### config.mk
export PLATFORM = sky130hd
export DESIGN_NAME = wishbone_master_flat
export DESIGN_NICKNAME = d
export VERILOG_FILES = /design/src/rtl/wishbone_master_if.sv /design/src/rtl/wishbone_master.sv /design/src/flat_wrapper.sv
export SDC_FILE = /design/constraint.sdc
export NUM_CORES = 1
export LEC_CHECK = 0
export ABC_CLOCK_PERIOD_IN_PS = 2600
export CORE_MARGIN = 2
export CORE_UTILIZATION = 30
export DETAILED_ROUTE_END_ITERATION = 12
export HOLD_SLACK_MARGIN = 0.03
export MAX_ROUTING_LAYER = met4
export PLACE_DENSITY = 0.68
export SYNTH_ARGS = -nofsm -noshare
export SYNTH_HDL_FRONTEND = slang
export SYNTH_SLANG_ARGS = --single-unit
export TNS_END_PERCENT = 30
### constraint.sdc
create_clock -name clk_i -period 2.6 [get_ports clk_i]
set_input_delay 0.39 -clock clk_i [delete_from_list [all_inputs] [get_ports clk_i]]
set_output_delay 0.39 -clock clk_i [all_outputs]
set_load 0.02 [all_outputs]
### src/rtl/wishbone_master_if.sv
// Wishbone B4 pipelined bus signals between the master and its responder.
// Signal names follow the master's point of view (_o driven by the master).
interface wishbone_master_if;
  logic        cyc_o;
  logic        stb_o;
  logic        we_o;
  logic [31:0] adr_o;
  logic [3:0]  sel_o;
  logic [31:0] dat_o;
  logic [31:0] dat_i;
  logic        stall_i;
  logic        ack_i;
  logic        err_i;
  logic        rty_i;

  modport master (
    output cyc_o, stb_o, we_o, adr_o, sel_o, dat_o,
    input  dat_i, stall_i, ack_i, err_i, rty_i
  );

  modport slave (
    input  cyc_o, stb_o, we_o, adr_o, sel_o, dat_o,
    output dat_i, stall_i, ack_i, err_i, rty_i
  );
endinterface

### src/rtl/wishbone_master.sv
// Single-outstanding Wishbone B4 pipelined master. Accepts one core request
// at a time, runs the bus cycle with stall/ack/err/rty handling, bounded
// retries and a timeout, and returns exactly one response pulse per request.
module wishbone_master #(
  parameter int TIMEOUT_CYCLES = 256,
  parameter int MAX_RETRIES    = 3
) (
  input  logic        clk_i,
  input  logic        rst_i,
  input  logic        req_valid_i,
  output logic        req_ready_o,
  input  logic [31:0] req_adr_i,
  input  logic        req_we_i,
  input  logic [3:0]  req_sel_i,
  input  logic [31:0] req_dat_i,
  output logic        rsp_valid_o,
  output logic [31:0] rsp_dat_o,
  output logic        rsp_err_o,
  output logic        rsp_timeout_o,
  wishbone_master_if.master wb
);

  // Counter widths leave headroom so the final increment never wraps.
  localparam int TW = $clog2(TIMEOUT_CYCLES) + 1;
  localparam int RW = $clog2(MAX_RETRIES + 1) + 1;

  typedef enum logic [1:0] {IDLE, REQUEST, WAIT, BACKOFF} state_t;

  state_t        state, state_nxt;
  logic [TW-1:0] tmo_cnt;
  logic [RW-1:0] rty_cnt;
  logic          accept_req;
  logic          term_seen;
  logic          tmo_hit;
  logic          retry;
  logic          fin;
  logic          fin_err;
  logic          fin_tmo;
  logic          capture;

  // Next-state, termination decoding and bus/handshake outputs.
  always_comb begin
    state_nxt   = state;
    accept_req  = 1'b0;
    term_seen   = 1'b0;
    tmo_hit     = (tmo_cnt == TW'(TIMEOUT_CYCLES - 1));
    retry       = 1'b0;
    fin         = 1'b0;
    fin_err     = 1'b0;
    fin_tmo     = 1'b0;
    capture     = 1'b0;
    req_ready_o = 1'b0;
    wb.cyc_o    = 1'b0;
    wb.stb_o    = 1'b0;
    case (state)
      IDLE: begin
        req_ready_o = 1'b1;
        if (req_valid_i) begin
          accept_req = 1'b1;
          state_nxt  = REQUEST;
        end
      end
      REQUEST, WAIT: begin
        wb.cyc_o = 1'b1;
        wb.stb_o = (state == REQUEST);
        // A termination only belongs to this master once its strobe was taken.
        if (state == WAIT || !wb.stall_i)
          term_seen = wb.err_i | wb.rty_i | wb.ack_i;
        if (term_seen) begin
          if (wb.err_i) begin
            fin     = 1'b1;
            fin_err = 1'b1;
          end else if (wb.rty_i) begin
            if (rty_cnt < RW'(MAX_RETRIES)) begin
              retry     = 1'b1;
              state_nxt = BACKOFF;
            end else begin
              fin     = 1'b1;
              fin_err = 1'b1;
            end
          end else begin
            fin     = 1'b1;
            capture = !wb.we_o;
          end
        end else if (tmo_hit) begin
          fin     = 1'b1;
          fin_err = 1'b1;
          fin_tmo = 1'b1;
        end else if (state == REQUEST && !wb.stall_i) begin
          state_nxt = WAIT;
        end
        if (fin)
          state_nxt = IDLE;
      end
      BACKOFF: state_nxt = REQUEST;
      default: state_nxt = IDLE;
    endcase
  end

  // State register.
  always_ff @(posedge clk_i) begin
    if (rst_i)
      state <= IDLE;
    else
      state <= state_nxt;
  end

  // Timeout and retry counters; the timeout restarts for every strobe issue.
  always_ff @(posedge clk_i) begin
    if (rst_i) begin
      tmo_cnt <= '0;
      rty_cnt <= '0;
    end else if (accept_req) begin
      tmo_cnt <= '0;
      rty_cnt <= '0;
    end else if (retry) begin
      tmo_cnt <= '0;
      rty_cnt <= rty_cnt + RW'(1);
    end else if (wb.cyc_o) begin
      tmo_cnt <= tmo_cnt + TW'(1);
    end
  end

  // Request fields latched once and held for the whole transaction, retries included.
  always_ff @(posedge clk_i) begin
    if (rst_i) begin
      wb.adr_o <= '0;
      wb.we_o  <= 1'b0;
      wb.sel_o <= '0;
      wb.dat_o <= '0;
    end else if (accept_req) begin
      wb.adr_o <= req_adr_i;
      wb.we_o  <= req_we_i;
      wb.sel_o <= req_sel_i;
      wb.dat_o <= req_dat_i;
    end
  end

  // Response pulse; read data only updates on a successful read.
  always_ff @(posedge clk_i) begin
    if (rst_i) begin
      rsp_valid_o   <= 1'b0;
      rsp_err_o     <= 1'b0;
      rsp_timeout_o <= 1'b0;
      rsp_dat_o     <= '0;
    end else begin
      rsp_valid_o   <= fin;
      rsp_err_o     <= fin_err;
      rsp_timeout_o <= fin_tmo;
      if (capture)
        rsp_dat_o <= wb.dat_i;
    end
  end

endmodule

### src/flat_wrapper.sv
// flat-port wrapper written by rule: the top's interface ports become plain ports
module wishbone_master_flat 
#(
  parameter int TIMEOUT_CYCLES = 256,
  parameter int MAX_RETRIES    = 3
)
  (clk_i, rst_i, req_valid_i, req_ready_o, req_adr_i, req_we_i, req_sel_i, req_dat_i, rsp_valid_o, rsp_dat_o, rsp_err_o, rsp_timeout_o, wb_cyc_o, wb_stb_o, wb_we_o, wb_adr_o, wb_sel_o, wb_dat_o, wb_dat_i, wb_stall_i, wb_ack_i, wb_err_i, wb_rty_i);
  wishbone_master_if wb_i ();
  input  logic clk_i;
  input  logic rst_i;
  input  logic req_valid_i;
  output logic req_ready_o;
  input  logic [31:0] req_adr_i;
  input  logic req_we_i;
  input  logic [3:0] req_sel_i;
  input  logic [31:0] req_dat_i;
  output logic rsp_valid_o;
  output logic [31:0] rsp_dat_o;
  output logic rsp_err_o;
  output logic rsp_timeout_o;
  output wire logic [$bits(wb_i.cyc_o)-1:0] wb_cyc_o;
  output wire logic [$bits(wb_i.stb_o)-1:0] wb_stb_o;
  output wire logic [$bits(wb_i.we_o)-1:0] wb_we_o;
  output wire logic [$bits(wb_i.adr_o)-1:0] wb_adr_o;
  output wire logic [$bits(wb_i.sel_o)-1:0] wb_sel_o;
  output wire logic [$bits(wb_i.dat_o)-1:0] wb_dat_o;
  input wire logic [$bits(wb_i.dat_i)-1:0] wb_dat_i;
  input wire logic [$bits(wb_i.stall_i)-1:0] wb_stall_i;
  input wire logic [$bits(wb_i.ack_i)-1:0] wb_ack_i;
  input wire logic [$bits(wb_i.err_i)-1:0] wb_err_i;
  input wire logic [$bits(wb_i.rty_i)-1:0] wb_rty_i;
  assign wb_cyc_o = wb_i.cyc_o;
  assign wb_stb_o = wb_i.stb_o;
  assign wb_we_o = wb_i.we_o;
  assign wb_adr_o = wb_i.adr_o;
  assign wb_sel_o = wb_i.sel_o;
  assign wb_dat_o = wb_i.dat_o;
  assign wb_i.dat_i = wb_dat_i;
  assign wb_i.stall_i = wb_stall_i;
  assign wb_i.ack_i = wb_ack_i;
  assign wb_i.err_i = wb_err_i;
  assign wb_i.rty_i = wb_rty_i;
  wishbone_master #(.TIMEOUT_CYCLES(TIMEOUT_CYCLES), .MAX_RETRIES(MAX_RETRIES)) u_core (.clk_i(clk_i), .rst_i(rst_i), .req_valid_i(req_valid_i), .req_ready_o(req_ready_o), .req_adr_i(req_adr_i), .req_we_i(req_we_i), .req_sel_i(req_sel_i), .req_dat_i(req_dat_i), .rsp_valid_o(rsp_valid_o), .rsp_dat_o(rsp_dat_o), .rsp_err_o(rsp_err_o), .rsp_timeout_o(rsp_timeout_o), .wb(wb_i));
endmodule
# --- Yosys cells after proc, flatten, opt, wreduce, memory -nomap -nowiden ---
# Index checks and enable logic that the tools add are counted.
classes:
  addsub: 2
  n_reduce_logical: 11
  n_eq_ne: 10
  bitwise: 3
  n_lt_le_gt_ge: 1
  n_mux: 34
op_table:
  columns: ["cell", "count"]
  rows:
  - ["$mux 1", 25]
  - ["$mux 2", 8]
  - ["$add 9x1->9 const B", 1]
  - ["$eq 9x8->1 const B", 1]
  - ["$ne 4x2->1 const B", 2]
  - ["$ne 4x3->1 const B", 2]
  - ["$pmux 2 s3", 1]
  - ["$reduce_and 6->1", 1]
  - ["$reduce_or 2->1", 3]
  - ["$reduce_or 3->1", 2]
  - ["$eq 2x2->1 const B", 2]
  - ["$ne 4x4->1 const B", 1]
  - ["$add 3x1->3 const B", 1]
  - ["$lt 3x2->1 const B", 1]
  - ["$eq 2x1->1 const B", 1]
  - ["$logic_not 1->1", 2]
  - ["$logic_not 2->1", 1]
  - ["$ne 2x2->1 const B", 1]
  - ["$or 1x1->1", 2]
  - ["$logic_and 1x1->1", 1]
  - ["$logic_or 1x1->1", 1]
  - ["$not 1->1", 1]
word_totals:
  out_inout_bits: 107
  input_bits: 108
  regBits: 118
  word_cells: 72

# --- Logic depth before layout (Yosys ltp) ---
logic_depth:
  depth_word: 8
  depth_mapped: 9
  depth_no_buf: 8

# --- Worst setup path after synthesis ---
# OpenSTA, ideal clock, no wires.
synth_path:
  kind: "register to register"
  startpoint: "register u_core.state[0]"
  endpoint: "register u_core.rsp_dat_o[10]"
  t_arrival_ns: 1.933
  period_less_slack_ns: 2.065
  setup_ns: 0.132
  stages_incl_launch_ff: 10
  path_buffers: 3
  required_time_ns: 2.468
  path_slack_ns: 0.535
  path_cell_list: "dfxtp_1 inv_1 ha_1 clkbuf_1 nand2_1 or4_4 buf_6 buf_6 nand2_1 a21oi_1"
synth_between:
  elab_chain_cells: 6
  elab_cells_between_ends: 8
  cone_classes: "2 x eq/ne; 4 x mux; 2 x reduce/logical"
synth_lines:
  columns: ["element", "line_no", "text"]
  rows:
  - ["start, declared", "wishbone_master.sv:29", "state_t state, state_nxt;"]
  - ["start signal, assigned", "wishbone_master.sv:105", "state <= state_nxt;"]
  - ["$eq 2x2->1", "wishbone_master.sv:55, wishbone_master.sv:67", null]
  - ["$logic_or 1x1->1", "wishbone_master.sv:67", "if (state == WAIT || !wb.stall_i)"]
  - ["$mux 1", "wishbone_master.sv:67", null]
  - ["$mux 1", "wishbone_master.sv:55", "case (state)"]
  - ["$mux 1", "wishbone_master.sv:69", "if (term_seen) begin"]
  - ["$mux 1 *", "wishbone_master.sv:55", null]
  - ["end signal, assigned", "wishbone_master.sv:151", "rsp_dat_o <= wb.dat_i;"]
  - ["end, declared", "wishbone_master.sv:17", "output logic [31:0] rsp_dat_o,"]
# Mark *: on every way between the ends. The rest lies on a longest branch, timed or not. The select of a mux whose other input is x is not followed.
# A chain may end at the register's enable or synchronous reset.

# --- Worst setup path after layout ---
layout_path:
  startpoint: "register u_core.state[0]"
  endpoint: "output port wb_cyc_o"
layout_between:
  elab_chain_cells: 3
  elab_cells_between_ends: 4
  cone_classes: "2 x eq/ne; 1 x mux; 1 x reduce/logical"
layout_lines:
  columns: ["element", "line_no", "text"]
  rows:
  - ["$eq 2x1->1 / $eq 2x2->1 (equally long branches)", "wishbone_master.sv:55", null]
  - ["$reduce_or 2->1 *", "wishbone_master.sv:55", null]
  - ["$mux 1 *", "wishbone_master.sv:55", null]
  - ["end, declared", "flat_wrapper.sv:21", "output wire logic [$bits(wb_i.cyc_o)-1:0] wb_cyc_o;"]
# Mark *: on every way between the ends. The rest lies on a longest branch, timed or not.

==> flow_metrics.env <==
export IMPL_run_status="complete, no violations"
export IMPL_power_density_nw_per_um2=730
export IMPL_clk_transition_reported_paths_ps=50
export IMPL_top_post_synthesis_cells_by_area="dfxtp_1 54%, nand2_1 18%, a21oi_1 12%"
export IMPL_core_area_um2=14400
export IMPL_clock_tree_root_cell="clkbuf_16"
export IMPL_stdcell_area_um2=7220
export IMPL_antennaDiodeCount=0
export IMPL_synth_cells=539
export IMPL_cell_internal_power_dissipation_mw=3.84
export IMPL_synth_area_leader_cell="dfxtp_1"
export IMPL_final_setup_viol_count=0
export IMPL_cts_path_max_buffers=2
export IMPL_drv_max_cap_violation_count=0
export IMPL_r2r_start="u_core.tmo_cnt[0]$_SDFFE_PP0N_"
export IMPL_min_delay_path_depth=2
export IMPL_netlist_top_cells_count="207 x nand2_1, 118 x dfxtp_1, 103 x a21oi_1, 28 x clkbuf_1, 15 x nor2_1"
export IMPL_drt_wl_total_um=12800
export IMPL_grt_overflow_total=0
export IMPL_netSwitchingFraction_pct=27.1
export IMPL_route_layer_met1_wl_um=5820
export IMPL_wl_met2_um=5820
export IMPL_grt_pass1_vias=4063
export IMPL_final_critical_path_setup_slack_ps=285
export IMPL_pre_cts_slack_ps=392
export IMPL_synth_top_area_share_pct=54.3
export IMPL_synthToLayoutAreaGrowth_pct=65.8
export IMPL_multi_input_area_um2=1820
export IMPL_postLayoutCoreUtil_pct=50.2
export IMPL_critical_path_class="reg -> out"
export IMPL_min_delay_endpoint="u_core.rsp_dat_o[2]$_SDFFE_PP0P_"
export IMPL_worstMarginPinSlew_ps=519
export IMPL_fmaxAchievable_mhz=432
export IMPL_die_width_um=124
export IMPL_met3WireLength_um=976
export IMPL_totalPowerFinal_mw=5.27
export IMPL_post_route_cells_drive_above_1_share_pct=5.81
export IMPL_final_setup_tns_ps=0
export IMPL_fraction_of_power_consumed_by_combinational_cells_pct=20.4
export IMPL_post_dp_cell_area_um2=6670
export IMPL_syn_area_um2=4350
export IMPL_r2r_setup_slack_ps=570
export IMPL_groute_usage_overall_pct=17.2
export IMPL_finalClockSkew_ps=6.61
export IMPL_start_kind="flip-flop"
export IMPL_cts_buffers_inserted=17
export IMPL_fraction_of_synthesis_flops_using_an_asynchronous_set_or_reset_pin_pct=0
export IMPL_seq_power_share_pct=38.1
export IMPL_final_max_slew_viol_count=0
export IMPL_yosysWarningCount=0
export IMPL_critical_path_slowest_cell="clkdlybuf4s50_1"
export IMPL_dominant_cell_by_count_in_the_synthesized_netlist="nand2_1"
export IMPL_period_needed_ps=2320
export IMPL_initial_utilization_pct=30.3
export IMPL_grt_antenna_before_repair=0
export IMPL_top_layer_used="met4"
export IMPL_power_share_clock_pct=41.4
export IMPL_worst_path_max_fanout=5
export IMPL_cts_sink_count=118
export IMPL_post_cts_resized=0
export IMPL_tritoncts="yes"
export IMPL_total_leakage_power_nw=2.62
export IMPL_sequential_area_share_after_synthesis_pct=54.3
export IMPL_synth_flop_cell="dfxtp_1"
export IMPL_post_route_drc_count=0
export IMPL_hold_path_class="in -> reg"
export IMPL_timing_reg2reg_worst_path_depth=8
export IMPL_grt_start_max_net_pins=70
export IMPL_via_per_inst=4.56
export IMPL_crit_chain="inv_1, ha_1, clkdlybuf4s50_1"
export IMPL_htree_levels=4
export IMPL_power_net_switching_mw=1.43
export IMPL_wire_length_of_the_first_global_routing_pass_um=20800
export IMPL_max_vdd_ir_drop_v=0.000420
export IMPL_grt_setup_unrepaired="no"
export IMPL_cts_repair_timing_setup_buffer_count=0
export IMPL_finalCritPeriodShare_pct=89.0
export IMPL_relSlewSlack_pct=65.4
export IMPL_drt_pre_antenna_iters=4
export IMPL_drt_first_iter_violations=143
export IMPL_synth_lib_cells_used_distinct=37
export IMPL_postCtsHoldBufs=0
export IMPL_critical_path_max_stage_delay_ps=660
export IMPL_detailroute_via_count=4292
export IMPL_critical_path_required_ps=2210
export IMPL_nets=860
export IMPL_placement_io_buffers=214
export IMPL_average_size_of_a_mapped_cell_um2=8.08
export IMPL_syn_num_nets=654
export IMPL_detail_route_wl_per_cell_um=13.6
export IMPL_min_from="rst_i"
export IMPL_number_of_fill_cells_in_the_layout=1387
export IMPL_cp_end_kind="output pin"
export IMPL_final_number_of_hold_violating_endpoints=0
export IMPL_synth_edf_count=0
export IMPL_worstSkewPairLatency_ps=410
export IMPL_ff_latch_area_um2=2360
export IMPL_fp_dieArea_um2=15500
export IMPL_ys_ff_latch=118
export IMPL_globalplace_congestion=0.748
export IMPL_timing_rr_end="u_core.state[1]$_SDFFE_PP0P_"
export IMPL_io_pins=215
export IMPL_ant_nets=0
export IMPL_dp_hpwl_um=8660
export IMPL_fp_row_count=44
export IMPL_fp_dieH_um=124
export IMPL_data_arrival_critical_path_ps=1930
[power by group through the flow]
stage | logic [mW] | registers [mW] | clock network, mW
5_1_grt | 1.17 | 2.03 | 2.33
4_1_cts | 1.09 | 2.01 | 2.25
6_report | 1.08 | 2.01 | 2.18
3_5_place_dp | 1.08 | 2.05 | 0
3_3_place_gp | 1.09 | 2.04 | 0
2_1_floorplan | 0.388 | 2.18 | 0
[layout by cell type (no fill, tap or decap), drive strengths merged, types with 3 or more instances in the layout]
master and instances:
a21oi 103, buf 10, clkbuf 20, clkdlybuf4s50 213, clkinv 7, dfxtp 118
ha 7, inv 3, mux2i 3, nand2 207, nand4 5, nor2 15
nor2b 3, nor3 4, o21ai 4, xor2 5
[registers in the layout, summed over array words and instances, names as in the netlist]
signal	count
u_core.rsp_dat_o	32
u_core.rsp_err_o	1
u_core.rsp_timeout_o	1
u_core.rsp_valid_o	1
u_core.rty_cnt	3
u_core.state	2
u_core.tmo_cnt	9
u_core.wb.adr_o	32
u_core.wb.dat_o	32
u_core.wb.sel_o	4
u_core.wb.we_o	1
[worst max-delay path by stage]
stage / start / endpoint / slack [ps] / depth (start not counted)
6_report: u_core.state[0]$_SDFFE_PP0P_ / wb_cyc_o / 280 / 3
5_1_grt: u_core.state[0]$_SDFFE_PP0P_ / wb_cyc_o / 180 / 3
4_1_cts: u_core.state[0]$_SDFFE_PP0P_ / wb_cyc_o / 230 / 3
3_5_place_dp: wb_err_i / u_core.rsp_dat_o[24]$_SDFFE_PP0P_ / 390 / 5
3_3_place_gp: wb_err_i / u_core.rsp_dat_o[22]$_SDFFE_PP0P_ / 410 / 5
2_1_floorplan: u_core.state[0]$_SDFFE_PP0P_ / u_core.rsp_dat_o[10]$_SDFFE_PP0P_ / 530 / 9
[per-stage QoR]
step / hold slack [ps] / cells
floorplan: 471 / 539
global placement: 440 / 910
detailed placement: 446 / 910
CTS: 320 / 941
global route: 340 / 941
finish: 353 / 941
[layer usage]
layer	up-vias	global-route usage, %
met5	-	-
met1	1943	21.2
met4	0	6.74
met2	163	25.7
li1	2173	-
met3	13	6.44
[final cells by class]
cell class              count  area share, %
well taps                 184           3.19
multi-input cells         382           25.3
clock inverters            11           1.53
clock buffers              20           6.05
inverters                   3          0.156
flip-flops and latches    118           32.7
repair buffers            223           31.1
[kinds of logic after synthesis]
kind of cell	after synthesis	share of synthesized area, %
adder cells (fa/ha/maj)	7	2.01
buffers and inverters	39	4.14
flip-flops	118	54.3
AO/OA/AOI/OAI	115	13.9
AND/OR/NAND/NOR	250	23.6
XOR/XNOR	7	1.41
multiplexers	3	0.690
[worst max-delay path, delay by kind of cell (launching register included)]
family | cells | cell delay, ps
flip-flops | 1 | 400
adder cells (fa/ha/maj) | 1 | 370
buffers and inverters | 2 | 750
Note: power is estimated with default switching activity, not from simulation.
==> patch, RTL diff (config.mk and constraints unchanged) <==
The output `rsp_timeout_o` loses its register stage (`rsp_timeout_o` becomes a continuous assignment).
--- a/src/rtl/wishbone_master.sv
+++ b/src/rtl/wishbone_master.sv
@@ -141,16 +141,16 @@
     if (rst_i) begin
       rsp_valid_o   <= 1'b0;
       rsp_err_o     <= 1'b0;
-      rsp_timeout_o <= 1'b0;
       rsp_dat_o     <= '0;
     end else begin
       rsp_valid_o   <= fin;
       rsp_err_o     <= fin_err;
-      rsp_timeout_o <= fin_tmo;
       if (capture)
         rsp_dat_o <= wb.dat_i;
     end
   end
 
+  assign rsp_timeout_o = fin_tmo;
+
 endmodule
 
Behaviour: no difference found for any inputs over 10 cycles, from zero or initial values and one cycle with rst_i high; that may be too few to reach the edited logic, so the function may still have changed.
==> patch against the original RTL <==
- design area fell by 0.42%
- cell count fell by 0.64%
- total power rose by 6.6%
- sequential power rose by 2%
- die area fell by 1.1%
- worst setup slack got worse by 0.083 ns
- critical path depth did not move
- synthesized area fell by 1.2%
- clock skew barely moved
- wire length rose by 0.24%
- sequential cell count fell by 1
- largest cell class unchanged
- largest power group unchanged
==> patch: results (changes against the original RTL) <==
place_hpwl_mm: 9.01  # was 8.66 mm
ys_async_sr_fraction_pct: 0  # unchanged
grt-ovfl-total: 0  # unchanged
ys_seq_area_share_pct: 54.4  # was 54.3%
peakVddDrop_uv: 500  # was 420 uV
grt_max_degree: 65  # was 70
synth_cell_types: 38  # was 37
routedWlPerCell_um: 13.7  # was 13.6 um
outcome: "finished, final reports clean"  # unchanged
ys_warn_count: 0  # unchanged
diodes: 0  # unchanged
fin_skew_ns: 0.00696  # was 0.00661 ns
grt_pass1_vias: 4115  # was 4,063
gp_congestion: 0.813  # was 0.748
drtPass1Iterations: 4  # unchanged
vias: 4310  # was 4,292
cts_root_buf: "clkbuf_16"  # unchanged
htreeDepth: 4  # unchanged
numCtsBuffers: 17  # unchanged
synthFlopType: "dfxtp_1"  # unchanged
hold_path.class: "in2reg"  # unchanged
path_clk_slew_ns: 0.05  # about the same
finalNetCount: 858  # was 860
crit_fanout: 14  # was 5
antenna_found_initial: 0  # unchanged
dpl_cell_area_um2: 6610  # was 6670 um2
clk_path_buf_depth: 2  # unchanged
grt_usage_pct: 17.0  # was 17.2%
reg.largest.list: "u_core.rsp_dat_o (32), u_core.wb.adr_o (32), u_core.wb.dat_o (32)"  # unchanged
syn_nets: 652  # was 654
drive_above_1_share_pct: 6.36  # was 5.81%
netlist_top_cells_area: "dfxtp_1, nand2_1, a21oi_1, clkbuf_1, ha_1"  # unchanged
grt_pass1_wl_mm: 19.4  # was 20.8 mm
max-slew-margin-rel_pct: 62.8  # was 65.4%
drt_iter0_markers: 204  # was 143
leakage_nw: 2.60  # was 2.62 nW
nFillCells: 1284  # was 1,387
crit_arrival_ns: 2.01  # was 1.93 ns
insertion_delay_ns: 0.40
numPortBuffers: 214  # unchanged
reg2reg_slack_ns: 0.46  # was 0.57 ns
yosys-top-cells-count: "nand2_1, dfxtp_1, a21oi_1"  # unchanged
[patch: report_power, final]
group / internal [mW] / leakage, nW / switching [mW] / total, mW
clock network: 1.47 / 0.278 / 0.794 / 2.27
registers: 1.96 / 0.953 / 0.0869 / 2.05
logic: 0.608 / 1.37 / 0.696 / 1.30
total: 4.04 / 2.60 / 1.58 / 5.61
[patch: cell type report]
| cell class | instances | area share [%] |
|---|---|---|
| repair buffers | 223 | 30.9 |
| multi-input cells | 380 | 25.2 |
| flip-flops and latches | 117 | 32.6 |
| clock inverters | 9 | 1.43 |
| inverters | 4 | 0.209 |
| well taps | 180 | 3.13 |
| clock buffers | 22 | 6.60 |
[patch: critical path, stage by stage (launching register included)]
cell and delay (ns):
dfxtp_1 0.36, inv_1 0.10, ha_2 0.49, clkdlybuf4s50_1 0.66
[patch: worst paths after layout]
kind / startpoint / end / cells after the start
max: u_core.state[1]$_SDFFE_PP0P_ / wb_cyc_o / 3
min: rst_i / u_core.wb.dat_o[20]$_SDFFE_PP0P_ / 2
max reg2reg: u_core.state[1]$_SDFFE_PP0P_ / u_core.tmo_cnt[4]$_SDFFE_PP0N_ / 6
min reg2reg: u_core.wb.adr_o[25]$_SDFFE_PP0P_ / u_core.wb.adr_o[25]$_SDFFE_PP0P_ / 2
[patch: metrics by stage]
stage	setup WS (ns)	util [%]	std cells	power [mW]	hold WS, ns
after floorplan	0.654	-	537	2.75	0.471
after global placement	0.221	47.4	904	3.37	0.441
after detailed placement	0.212	47.4	904	3.39	0.446
after CTS	0.174	51.6	935	5.70	0.364
after global routing	0.104	51.6	935	5.88	0.390
final	0.202	51.6	935	5.61	0.387
[patch: cells by family (layout without fill, tap and decap cells)]
kind of cell / after synthesis / count (layout) / synth area share (%)
simple gates: 248 / 248 / 23.8
flops: 117 / 117 / 54.4
compound gates: 115 / 115 / 14.0
buf+inv: 40 / 258 / 3.61
fa+ha+maj: 7 / 7 / 2.04
xor+xnor: 7 / 7 / 1.42
mux: 3 / 3 / 0.727
[patch: routing by layer]
layer	vias up	global-route usage [%]	part of all wire (%)
li1	2165	-	-
met1	1971	18.3	42
met2	156	27.3	47
met3	18	7.33	8.8
met4	0	7.81	2.0
met5	-	-	0
[patch: repair_timing]
item	CTS	global route
setup endpoints to repair	1	0
buffers inserted	0	0
resized for setup	2	0
